**src/rtl/coll_pair_scheduler_pkg.sv**
```systemverilog
// Shared types and constants for the collision pair scheduler.
package coll_pair_scheduler_pkg;

  // State word width and Q5.11 fixed-point constants.
  localparam int W         = 16;
  localparam int FRAC_BITS = 11;
  localparam logic signed [W-1:0] ONE = W'(1 << FRAC_BITS);

  // One bot's kinematic state as delivered by update_module.
  typedef struct packed {
    logic [W-1:0] x;
    logic [W-1:0] y;
    logic [W-1:0] vx;
    logic [W-1:0] vy;
  } bot_state_t;

  // Scheduler FSM states.
  typedef enum logic [2:0] {
    ST_LOAD,
    ST_ISSUE,
    ST_WAIT,
    ST_GAP,
    ST_DONE
  } sched_state_t;

endpackage

```
**src/rtl/coll_pair_scheduler_if.sv**
```systemverilog
// Load and collision-detector handshake bundle for coll_pair_scheduler.
interface coll_pair_scheduler_if
  import coll_pair_scheduler_pkg::*;
#(
  parameter int NUM_BOTS = 3
);
  localparam int IDW = $clog2(NUM_BOTS);

  logic                ld_valid;
  logic                ld_ready;
  logic [W-1:0]        ld_x, ld_y, ld_vx, ld_vy;
  logic                cd_in_rdy;
  logic [W-1:0]        cd_xa, cd_ya, cd_vxa, cd_vya;
  logic [W-1:0]        cd_xb, cd_yb, cd_vxb, cd_vyb;
  logic [IDW-1:0]      pair_a, pair_b;
  logic                cd_out_rdy;
  logic                cd_trial;
  logic [NUM_BOTS-1:0] coll_flags;
  logic                frame_done;

  // Scheduler side.
  modport master (
    input  ld_valid, ld_x, ld_y, ld_vx, ld_vy, cd_out_rdy, cd_trial,
    output ld_ready, cd_in_rdy,
    output cd_xa, cd_ya, cd_vxa, cd_vya, cd_xb, cd_yb, cd_vxb, cd_vyb,
    output pair_a, pair_b, coll_flags, frame_done
  );

  // Environment side (update_module / coll_det).
  modport slave (
    output ld_valid, ld_x, ld_y, ld_vx, ld_vy, cd_out_rdy, cd_trial,
    input  ld_ready, cd_in_rdy,
    input  cd_xa, cd_ya, cd_vxa, cd_vya, cd_xb, cd_yb, cd_vxb, cd_vyb,
    input  pair_a, pair_b, coll_flags, frame_done
  );

endinterface

```
**src/rtl/coll_pair_scheduler_bot_state_bank.sv**
```systemverilog
// One frame of bot states: single write port, two combinational read ports.
module coll_pair_scheduler_bot_state_bank
  import coll_pair_scheduler_pkg::*;
#(
  parameter int NUM_BOTS = 3,
  localparam int IDW = $clog2(NUM_BOTS)
) (
  input  logic           clock,
  input  logic           we_i,
  input  logic [IDW-1:0] waddr_i,
  input  bot_state_t     wdata_i,
  input  logic [IDW-1:0] raddr_a_i,
  input  logic [IDW-1:0] raddr_b_i,
  output bot_state_t     rdata_a_o,
  output bot_state_t     rdata_b_o
);

  bot_state_t mem_q [NUM_BOTS];

  // Write the loaded entry.
  // NOTE: storage has no reset; every entry is rewritten before it is read in a frame.
  always_ff @(posedge clock) begin
    if (we_i) mem_q[waddr_i] <= wdata_i;
  end

  assign rdata_a_o = mem_q[raddr_a_i];
  assign rdata_b_o = mem_q[raddr_b_i];

endmodule

```
**src/rtl/coll_pair_scheduler.sv**
```systemverilog
// Buffers a frame of bot states and walks every unordered pair through coll_det.
module coll_pair_scheduler
  import coll_pair_scheduler_pkg::*;
#(
  parameter int NUM_BOTS = 3
) (
  input  logic                 clock,
  input  logic                 reset,
  coll_pair_scheduler_if.master bus
);

  localparam int IDW = $clog2(NUM_BOTS);
  localparam logic [IDW-1:0] LAST_IDX = IDW'(NUM_BOTS - 1);
  localparam logic [IDW-1:0] LAST_A   = IDW'(NUM_BOTS - 2);

  sched_state_t        state_q, state_d;
  logic [IDW-1:0]      ld_cnt_q, ld_cnt_d;
  logic [IDW-1:0]      a_q, a_d, b_q, b_d;
  bot_state_t          cd_a_q, cd_a_d, cd_b_q, cd_b_d;
  logic                cd_in_rdy_q, cd_in_rdy_d;
  logic [NUM_BOTS-1:0] flags_q, flags_d;
  logic                bank_we;
  bot_state_t          bank_wdata, bank_rd_a, bank_rd_b;

  assign bank_wdata = '{x: bus.ld_x, y: bus.ld_y, vx: bus.ld_vx, vy: bus.ld_vy};

  coll_pair_scheduler_bot_state_bank #(.NUM_BOTS(NUM_BOTS)) u_bank (
    .clock     (clock),
    .we_i      (bank_we),
    .waddr_i   (ld_cnt_q),
    .wdata_i   (bank_wdata),
    .raddr_a_i (a_q),
    .raddr_b_i (b_q),
    .rdata_a_o (bank_rd_a),
    .rdata_b_o (bank_rd_b)
  );

  // FSM state register.
  // NOTE: sequential state uses <= so every register samples pre-edge values.
  always_ff @(posedge clock) begin
    if (reset) state_q <= ST_LOAD;
    else       state_q <= state_d;
  end

  // Next-state and datapath updates: load counting, pair walk, flag collection.
  // NOTE: every _d gets its hold value first, so no path leaves one unassigned (no latches).
  always_comb begin
    state_d     = state_q;
    ld_cnt_d    = ld_cnt_q;
    a_d         = a_q;
    b_d         = b_q;
    cd_a_d      = cd_a_q;
    cd_b_d      = cd_b_q;
    cd_in_rdy_d = cd_in_rdy_q;
    flags_d     = flags_q;
    bank_we     = 1'b0;
    unique case (state_q)
      ST_LOAD: begin
        if (bus.ld_valid) begin
          bank_we = 1'b1;
          if (ld_cnt_q == '0) flags_d = '0;
          if (ld_cnt_q == LAST_IDX) begin
            ld_cnt_d = '0;
            a_d      = '0;
            b_d      = IDW'(1);
            state_d  = ST_ISSUE;
          end else begin
            ld_cnt_d = ld_cnt_q + IDW'(1);
          end
        end
      end
      ST_ISSUE: begin
        cd_a_d      = bank_rd_a;
        cd_b_d      = bank_rd_b;
        cd_in_rdy_d = 1'b1;
        state_d     = ST_WAIT;
      end
      ST_WAIT: begin
        if (bus.cd_out_rdy) begin
          if (bus.cd_trial) begin
            flags_d[a_q] = 1'b1;
            flags_d[b_q] = 1'b1;
          end
          cd_in_rdy_d = 1'b0;
          state_d     = ST_GAP;
        end
      end
      ST_GAP: begin
        // coll_det must drop out_rdy before the next request goes out.
        if (!bus.cd_out_rdy) begin
          if (a_q == LAST_A && b_q == LAST_IDX) begin
            state_d = ST_DONE;
          end else begin
            if (b_q == LAST_IDX) begin
              a_d = a_q + IDW'(1);
              b_d = a_q + IDW'(2);
            end else begin
              b_d = b_q + IDW'(1);
            end
            state_d = ST_ISSUE;
          end
        end
      end
      ST_DONE: begin
        ld_cnt_d = '0;
        state_d  = ST_LOAD;
      end
      default: state_d = ST_LOAD;
    endcase
  end

  // Datapath registers.
  always_ff @(posedge clock) begin
    if (reset) begin
      ld_cnt_q    <= '0;
      a_q         <= '0;
      b_q         <= IDW'(1);
      cd_a_q      <= '0;
      cd_b_q      <= '0;
      cd_in_rdy_q <= 1'b0;
      flags_q     <= '0;
    end else begin
      ld_cnt_q    <= ld_cnt_d;
      a_q         <= a_d;
      b_q         <= b_d;
      cd_a_q      <= cd_a_d;
      cd_b_q      <= cd_b_d;
      cd_in_rdy_q <= cd_in_rdy_d;
      flags_q     <= flags_d;
    end
  end

  assign bus.ld_ready   = (state_q == ST_LOAD);
  assign bus.frame_done = (state_q == ST_DONE);
  assign bus.cd_in_rdy  = cd_in_rdy_q;
  assign bus.coll_flags = flags_q;
  assign bus.pair_a     = a_q;
  assign bus.pair_b     = b_q;
  assign bus.cd_xa      = cd_a_q.x;
  assign bus.cd_ya      = cd_a_q.y;
  assign bus.cd_vxa     = cd_a_q.vx;
  assign bus.cd_vya     = cd_a_q.vy;
  assign bus.cd_xb      = cd_b_q.x;
  assign bus.cd_yb      = cd_b_q.y;
  assign bus.cd_vxb     = cd_b_q.vx;
  assign bus.cd_vyb     = cd_b_q.vy;

endmodule

```
**src/flat_wrapper.sv**
```systemverilog
// flat-port wrapper written by rule: the top's interface ports become plain ports
module coll_pair_scheduler_flat import coll_pair_scheduler_pkg::*;
#(
  parameter int NUM_BOTS = 3
)
  (clock, reset, bus_ld_valid, bus_ld_x, bus_ld_y, bus_ld_vx, bus_ld_vy, bus_cd_out_rdy, bus_cd_trial, bus_ld_ready, bus_cd_in_rdy, bus_cd_xa, bus_cd_ya, bus_cd_vxa, bus_cd_vya, bus_cd_xb, bus_cd_yb, bus_cd_vxb, bus_cd_vyb, bus_pair_a, bus_pair_b, bus_coll_flags, bus_frame_done);
  coll_pair_scheduler_if #(.NUM_BOTS(NUM_BOTS)) bus_i ();
  input  logic clock;
  input  logic reset;
  input wire logic [$bits(bus_i.ld_valid)-1:0] bus_ld_valid;
  input wire logic [$bits(bus_i.ld_x)-1:0] bus_ld_x;
  input wire logic [$bits(bus_i.ld_y)-1:0] bus_ld_y;
  input wire logic [$bits(bus_i.ld_vx)-1:0] bus_ld_vx;
  input wire logic [$bits(bus_i.ld_vy)-1:0] bus_ld_vy;
  input wire logic [$bits(bus_i.cd_out_rdy)-1:0] bus_cd_out_rdy;
  input wire logic [$bits(bus_i.cd_trial)-1:0] bus_cd_trial;
  output wire logic [$bits(bus_i.ld_ready)-1:0] bus_ld_ready;
  output wire logic [$bits(bus_i.cd_in_rdy)-1:0] bus_cd_in_rdy;
  output wire logic [$bits(bus_i.cd_xa)-1:0] bus_cd_xa;
  output wire logic [$bits(bus_i.cd_ya)-1:0] bus_cd_ya;
  output wire logic [$bits(bus_i.cd_vxa)-1:0] bus_cd_vxa;
  output wire logic [$bits(bus_i.cd_vya)-1:0] bus_cd_vya;
  output wire logic [$bits(bus_i.cd_xb)-1:0] bus_cd_xb;
  output wire logic [$bits(bus_i.cd_yb)-1:0] bus_cd_yb;
  output wire logic [$bits(bus_i.cd_vxb)-1:0] bus_cd_vxb;
  output wire logic [$bits(bus_i.cd_vyb)-1:0] bus_cd_vyb;
  output wire logic [$bits(bus_i.pair_a)-1:0] bus_pair_a;
  output wire logic [$bits(bus_i.pair_b)-1:0] bus_pair_b;
  output wire logic [$bits(bus_i.coll_flags)-1:0] bus_coll_flags;
  output wire logic [$bits(bus_i.frame_done)-1:0] bus_frame_done;
  assign bus_i.ld_valid = bus_ld_valid;
  assign bus_i.ld_x = bus_ld_x;
  assign bus_i.ld_y = bus_ld_y;
  assign bus_i.ld_vx = bus_ld_vx;
  assign bus_i.ld_vy = bus_ld_vy;
  assign bus_i.cd_out_rdy = bus_cd_out_rdy;
  assign bus_i.cd_trial = bus_cd_trial;
  assign bus_ld_ready = bus_i.ld_ready;
  assign bus_cd_in_rdy = bus_i.cd_in_rdy;
  assign bus_cd_xa = bus_i.cd_xa;
  assign bus_cd_ya = bus_i.cd_ya;
  assign bus_cd_vxa = bus_i.cd_vxa;
  assign bus_cd_vya = bus_i.cd_vya;
  assign bus_cd_xb = bus_i.cd_xb;
  assign bus_cd_yb = bus_i.cd_yb;
  assign bus_cd_vxb = bus_i.cd_vxb;
  assign bus_cd_vyb = bus_i.cd_vyb;
  assign bus_pair_a = bus_i.pair_a;
  assign bus_pair_b = bus_i.pair_b;
  assign bus_coll_flags = bus_i.coll_flags;
  assign bus_frame_done = bus_i.frame_done;
  coll_pair_scheduler #(.NUM_BOTS(NUM_BOTS)) u_core (.clock(clock), .reset(reset), .bus(bus_i));
endmodule
```
**config.mk**
```make
export PLATFORM = sky130hd
export DESIGN_NAME = coll_pair_scheduler_flat
export DESIGN_NICKNAME = d
export VERILOG_FILES = /design/src/rtl/coll_pair_scheduler_pkg.sv /design/src/rtl/coll_pair_scheduler_if.sv /design/src/rtl/coll_pair_scheduler_bot_state_bank.sv /design/src/rtl/coll_pair_scheduler.sv /design/src/flat_wrapper.sv
export SDC_FILE = /design/constraint.sdc
export NUM_CORES = 1
export LEC_CHECK = 0
export ABC_AREA = 1
export BUFFER_PORTS_ARGS = -buffer_cell sky130_fd_sc_hd__clkbuf_2
export CORE_ASPECT_RATIO = 1.25
export CORE_UTILIZATION = 61
export DETAILED_ROUTE_END_ITERATION = 10
export PLACE_DENSITY = 0.87
export SLEW_MARGIN = 20
export SYNTH_ARGS = -nofsm -noshare
export SYNTH_HDL_FRONTEND = slang
export SYNTH_SLANG_ARGS = --single-unit
```
**constraint.sdc**
```tcl
create_clock -name clock -period 11.8 [get_ports clock]
set_input_delay 1.18 -clock clock [delete_from_list [all_inputs] [get_ports clock]]
set_output_delay 1.18 -clock clock [all_outputs]
set_load 0.005 [all_outputs]
```
==> results of run 1 <==
==> per-stage QoR <==
stage | std cells | utilization (%) | worst slack, ns
final | 1676 | 72.2 | 8.53
after global placement | 1618 | 67.2 | 8.93
after CTS | 1674 | 72.1 | 8.46
after detailed placement | 1618 | 67.2 | 8.81
after global routing | 1674 | 72.1 | 8.50
after floorplan | 1219 | - | 3.88
==> routing by layer <==
metal,wire [um],vias up
met2,17000,562
met3,2870,86
met4,974,2
met5,17,-
li1,-,4707
met1,12600,4939
==> worst min-delay path: stages, from the launching register on <==
cell and delay (ns):
dfxtp_1 0.31, inv_1 0.05, a21oi_1 0.05
==> placed cells by master, fill, tap and decap left out, types with 62 or more instances in the layout <==
cell / instances
inv_1: 68
clkbuf_2: 206
o211ai_1: 64
nor2_1: 67
edfxtp_1: 192
o21ai_1: 62
dfxtp_1: 138
o21ai_0: 72
a21oi_1: 306
nand2_1: 81
==> power by group through the flow <==
stage	sequential, W	clock [W]	combinational (W)
6_report	0.00171	0.00100	0.00126
2_1_floorplan	0.00168	0	0.000839
3_5_place_dp	0.00172	0	0.00123
4_1_cts	0.00170	0.00100	0.00124
3_3_place_gp	0.00171	0	0.00119
5_1_grt	0.00173	0.00105	0.00138
==> cell families (layout without fill, tap and decap cells) <==
logic type	count (synthesis)	in the layout	synth area share (%)
compound gates	525	525	21.7
flops	333	333	65.9
simple gates	189	189	6.14
buf+inv	169	350	5.98
fa+ha+maj	3	3	0.288
other cells	0	2	0
==> registers in the layout, indices dropped and copies added, names as in the netlist <==
| register | count |
|---|---|
| u_core.u_bank.mem_q | 192 |
| u_core.bus.cd_vxa | 16 |
| u_core.bus.cd_vxb | 16 |
| u_core.bus.cd_vya | 16 |
| u_core.bus.cd_vyb | 16 |
| u_core.bus.cd_xa | 16 |
| u_core.bus.cd_xb | 16 |
| u_core.bus.cd_ya | 16 |
| u_core.bus.cd_yb | 16 |
| u_core.bus.coll_flags | 3 |
| u_core.state_q | 3 |
| u_core.bus.pair_a | 2 |
| u_core.bus.pair_b | 2 |
| u_core.ld_cnt_q | 2 |
| u_core.bus.cd_in_rdy | 1 |
==> final cells by class <==
cell class | count | area [um^2]
antenna | 2 | 5.00
clock buffer | 39 | 866
tap | 274 | 343
clock inverter | 17 | 166
multi-input combinational | 717 | 3680
fill | 1387 | 5820
sequential | 333 | 8600
inverter | 77 | 295
timing repair buffer | 217 | 1120
==> worst paths after layout <==
kind,startpoint,end,cells past startpoint
hold reg to reg,u_core.bus.coll_flags[0],u_core.bus.coll_flags[0],2
setup reg to reg,u_core.bus.pair_b[1],u_core.bus.cd_yb[8],6
setup / recovery,u_core.bus.pair_a[1],bus_pair_a[1],2
hold / removal,u_core.bus.coll_flags[0],u_core.bus.coll_flags[0],2
==> summary.txt, run 1 <==
Status: completed
Flops & latches, synth: 333
First-pass GRT wire length: 51.0 mm
Setup violation total in the final timing report: 0
Worst Setup End Kind: output port
Met1 Track Usage GR: 35.8%
Clk slew on worst S/H paths: 0.06 ns
Setup bufs post-CTS: 0
1st-iter DRT viols: 1003
Die X: 133 um
GRT busiest layer: met2
CTS tree: done
VDD IR-drop max: 0.182 mV
M2 GR Usage: 52.7%
Post-synth ARST share: 0%
Minimum hold slack: 0.451 ns
Layout area overhead: 15.7%
Initial antenna violation count: 1
Hold_buf cts: 0
Switch Pwr: 0.00143 W
Routed Antenna Nets: 0
Mapped Cells: 1219
Routability cong.: 0.931
PD cells: 263 nW/um^2
Max H-tree Level: 1
Starting Density: 62.4%
Die height: 165 um
Synth cell count leaders: a21oi_1 (306), edfxtp_1 (192), dfxtp_1 (141), nand2_1 (81), o21ai_0 (72)
Layout cells sized above 1: 21.6%
Switching share of power: 36.1%
Comb power frac: 31.7%
DR vias: 10300
Overall power: 0.00397 W
Ranking of synthesized cells by area: edfxtp_1 (44%), dfxtp_1 (22%), a21oi_1 (12%), o211ai_1 (3.7%), o21ai_0 (2.8%)
Hpwl dp: 18.0 mm
Met3 Use GR: 4.82%
Register area share after synthesis: 65.9%
Die Area: 22000 um^2
GRT overflow: 0
Synthesized cell area: 13000 um^2
Post_cts resized: 0
CP Class: reg -> out
IO Count: 207
FMAX: 306 MHz
Total negative slack: 0 ns
Max_slew headroom: 31.5%
TritonCTS buffer count: 30
Slew Limit Fails: 0
Syn avg cell area: 10.7 um^2
GRT Util Overall: 29.8%
Critical path buffer and inverter count: 2
Max clock buf depth: 3
Yosys warning total: 0
Reg power frac: 43.1%
Max-Cap Viols: 0
Skew final: 0.00675 ns
Prevailing post-synth register cell: edfxtp_1
Hold crit path type: reg -> reg
Row count: 59
Vias in the first global route: 9930
Most common cell in the netlist: a21oi_1
Root Driver: clkbuf_16
Top cell type by total area after synthesis: edfxtp_1
Crit path max fanout: 54
Worst-margin pin slew: 1.03 ns
Input/output buffers: 206
Post-synth EDFFs: 192
Internal: 0.00253 W
Core area: 20900 um^2
Pin count of the biggest net entering global routing: 124
DRC viols: 0
Skew-Pair Late Insertion Delay: 0.55 ns
Crit-path max cell delay: 0.71 ns
Critical path launch point type: flip-flop
Arr. time, crit path: 2.09 ns
Post-route cell area: 15100 um^2
Drt first pass iters: 5
Post-DP Area: 14000 um^2
Cell breakdown of the critical path: buf_4, clkbuf_2
Final-stage net count: 1448
Routed vias/inst: 6.14
Req. time, crit path: 10.62 ns
Period minus WS final: 3.27 ns
WL final: 33.5 mm
Syn_nets: 1291
Netlist cell types: 28
Post-synth top area share: 44.2%
WL/cell: 20.0 um
Fin crit share: 27.7%
R2R Setup Slk: 8.92 ns
Leak pwr: 5.98 nW
Clock network fraction of total power: 25.2%
Final hold vios: 0
CTS sink cnt: 333
RSZ-0062 raised after global routing: no
CP max-delay cell: buf_4
Crit-path leading delay family: buffers and inverters
Power figures use the tool's default switching activity.
==> run 2, diff against run 1 <==
CORE_UTILIZATION = 51   (was 61)
PLACE_DENSITY = 0.78   (was 0.87)
clock period = 2.6 ns   (was 11.8 ns; I/O delays follow)
==> run 2 against run 1 <==
Count of clock-buffer cells in the layout up 4. Die area grew 19%. Power grew to 4.7 times the previous value. Cell count rose by 8.3%. Global-route usage decreased by 3.7 points. Sequential share of layout area down 3.6 points. Core utilization down 8.1 points. Worst hold slack got worse by 0.41 ns. Combinational power rose to 4.6 times the previous value. Critical path depth unchanged. Largest cell class unchanged. Largest power group unchanged. Highest routed layer is now met4.
==> summary.txt, run 2 (synthesis results as in run 1) <==
Status: completed
Routed Antenna Nets: 0 (unchanged)
VDD IR-drop max: 0.744 mV (+310%)
Most frequent cells in the layout: a21oi_1 (306), clkbuf_2 (206), edfxtp_1 (192), dfxtp_1 (136), nand2_1 (81)
GRT overflow: 0 (unchanged)
Drt first pass iters: 7 (+2)
CTS sink cnt: 333 (unchanged)
Fin crit share: 94.3%
CTS tree: done
IO Count: 207 (unchanged)
Hpwl dp: 19.3 mm (+6.9%)
Hold crit path type: in -> reg
Worst Setup End Kind: output port
GRT Util Overall: 26.0% (-3.7 points)
Root Driver: clkbuf_16
Switch Pwr: 0.00653 W (+360%)
Final hold vios: 0 (unchanged)
Worst-margin pin slew: 0.976 ns (-0.0510 ns)
Req. time, crit path: 2.34 ns (-8.28 ns)
Setup bufs post-CTS: 0 (unchanged)
Final-stage net count: 1525 (+5.3%)
Reg power frac: 41.8% (-1.3 points)
Clk slew on worst S/H paths: 0.06 ns (about the same)
Post_cts resized: 0 (unchanged)
DRC viols: 0 (unchanged)
Internal: 0.0122 W (+380%)
Starting Density: 51.8% (-11 points)
First-pass GRT wire length: 54.0 mm (+5.8%)
Pin count of the biggest net entering global routing: 131 (+5.6%)
Most flops, register: u_core.u_bank.mem_q
Fin cells: 1815 (+8.3%)
Die X: 145 um (+9.2%)
Total negative slack: 0 ns (unchanged)
DP Worst Slack: 0.542 ns (-8.27 ns)
Overall power: 0.0187 W (+370%)
Layout area overhead: 23.6%
Critical path launch point type: flip-flop
Core area: 25100 um^2 (+20%)
CP Class: reg -> out
Die height: 181 um (+9.3%)
Leak pwr: 6.40 nW (+7.0%)
Fill cells: 1864 (+34%)
DR vias: 10500 (+1.5%)
Arr. time, crit path: 2.19 ns (+0.10 ns)
Setup violation total in the final timing report: 0 (unchanged)
RSZ-0062 raised after global routing: no
Max FFs per register: 192 (unchanged)
WL/cell: 18.9 um (-5.4%)
Vias in the first global route: 10300 (+3.5%)
Max-Cap Viols: 0 (unchanged)
Row count: 65 (+10%)
TritonCTS buffer count: 34 (+13%)
Comb power frac: 31.0% (-0.7 points)
PD cells: 1160 nW/um^2 (+340%)
Layout cells sized above 1: 21.2% (-0.47 points)
Routed vias/inst: 5.76 (-6.3%)
Skew final: 0.0106 ns (+0.00382 ns)
Total placed cells including tap cells: 1688 (+4.3%)
FMAX: 408 MHz
Minimum hold slack: 0.0370 ns (-0.414 ns)
Routability cong.: 0.896 (-3.7%)
Crit path max fanout: 91 (+69%)
WL final: 34.3 mm (+2.4%)
Max clock buf depth: 3 (unchanged)
Slew Limit Fails: 0 (unchanged)
Initial antenna violation count: 2 (+1)
Max H-tree Level: 2 (+1)
Period minus WS final: 2.45 ns
1st-iter DRT viols: 877 (-13%)
Final worst-path setup slack: 0.149 ns (-8.38 ns)
Switching share of power: 34.9% (-1.2 points)
Die Area: 26200 um^2 (+19%)
Skew-Pair Late Insertion Delay: 0.51 ns (-0.04 ns)
Input/output buffers: 206 (unchanged)
Most common cell after layout, fill and taps aside: a21oi_1
Max_slew headroom: 34.9% (+3.4 points)
Clock network fraction of total power: 27.1% (+1.9 points)
run 2: area by class of cell:
| cell class | count | area, um^2 | share of cell area, % |
|---|---|---|---|
| sequential | 333 | 8600 | 53.4 |
| clock inverter | 18 | 206 | 1.28 |
| timing repair buffer | 290 | 1910 | 11.9 |
| antenna | 2 | 5.00 | 0.0311 |
| clock buffer | 43 | 968 | 6.01 |
| inverter | 77 | 297 | 1.84 |
| multi-input combinational | 717 | 3690 | 22.9 |
| tap | 335 | 419 | 2.60 |
run 2: metal layers:
metal / share of wire [%] / vias up / GRT usage, %
met1: 39 / 4979 / 32.7
li1: - / 4852 / -
met3: 7.7 / 87 / 3.91
met2: 49 / 532 / 44.5
met5: 0 / - / 0
met4: 3.7 / 0 / 11.7
run 2: through the flow:
stage / utilization [%] / cell area, um^2
after global routing: 64.1 / 16100
after floorplan: - / 13100
after global placement: 56.8 / 14300
after detailed placement: 56.8 / 14300
after CTS: 64.1 / 16100
final: 64.1 / 16100
run 2: final timing paths:
kind	depth (start not counted)	slack, ns	start	end
hold reg to reg	2	0.46	u_core.bus.coll_flags[0]	u_core.bus.coll_flags[0]
hold / removal	2	0.04	reset	u_core.state_q[1]
setup reg to reg	6	0.54	u_core.state_q[0]	u_core.u_bank.mem_q[0][38]
setup / recovery	2	0.15	u_core.bus.pair_a[0]	bus_pair_a[0]
run 2: power by group through the flow:
stage | logic (W) | clock network (W) | registers, W
2_1_floorplan | 0.00382 | 0 | 0.00761
3_3_place_gp | 0.00554 | 0 | 0.00784
3_5_place_dp | 0.00566 | 0 | 0.00788
4_1_cts | 0.00579 | 0.00513 | 0.00779
5_1_grt | 0.00644 | 0.00533 | 0.00793
6_report | 0.00580 | 0.00508 | 0.00782
run 2: what timing repair did:
action	in CTS	in global routing
endpoints found under the hold margin	192	0
setup endpoints to repair	0	0
hold buffers	64	0
run 2: worst max-delay path: stages, from the launching register on:
cell	delay, ns
dfxtp_4	0.55
buf_4	0.78
clkbuf_2	0.25
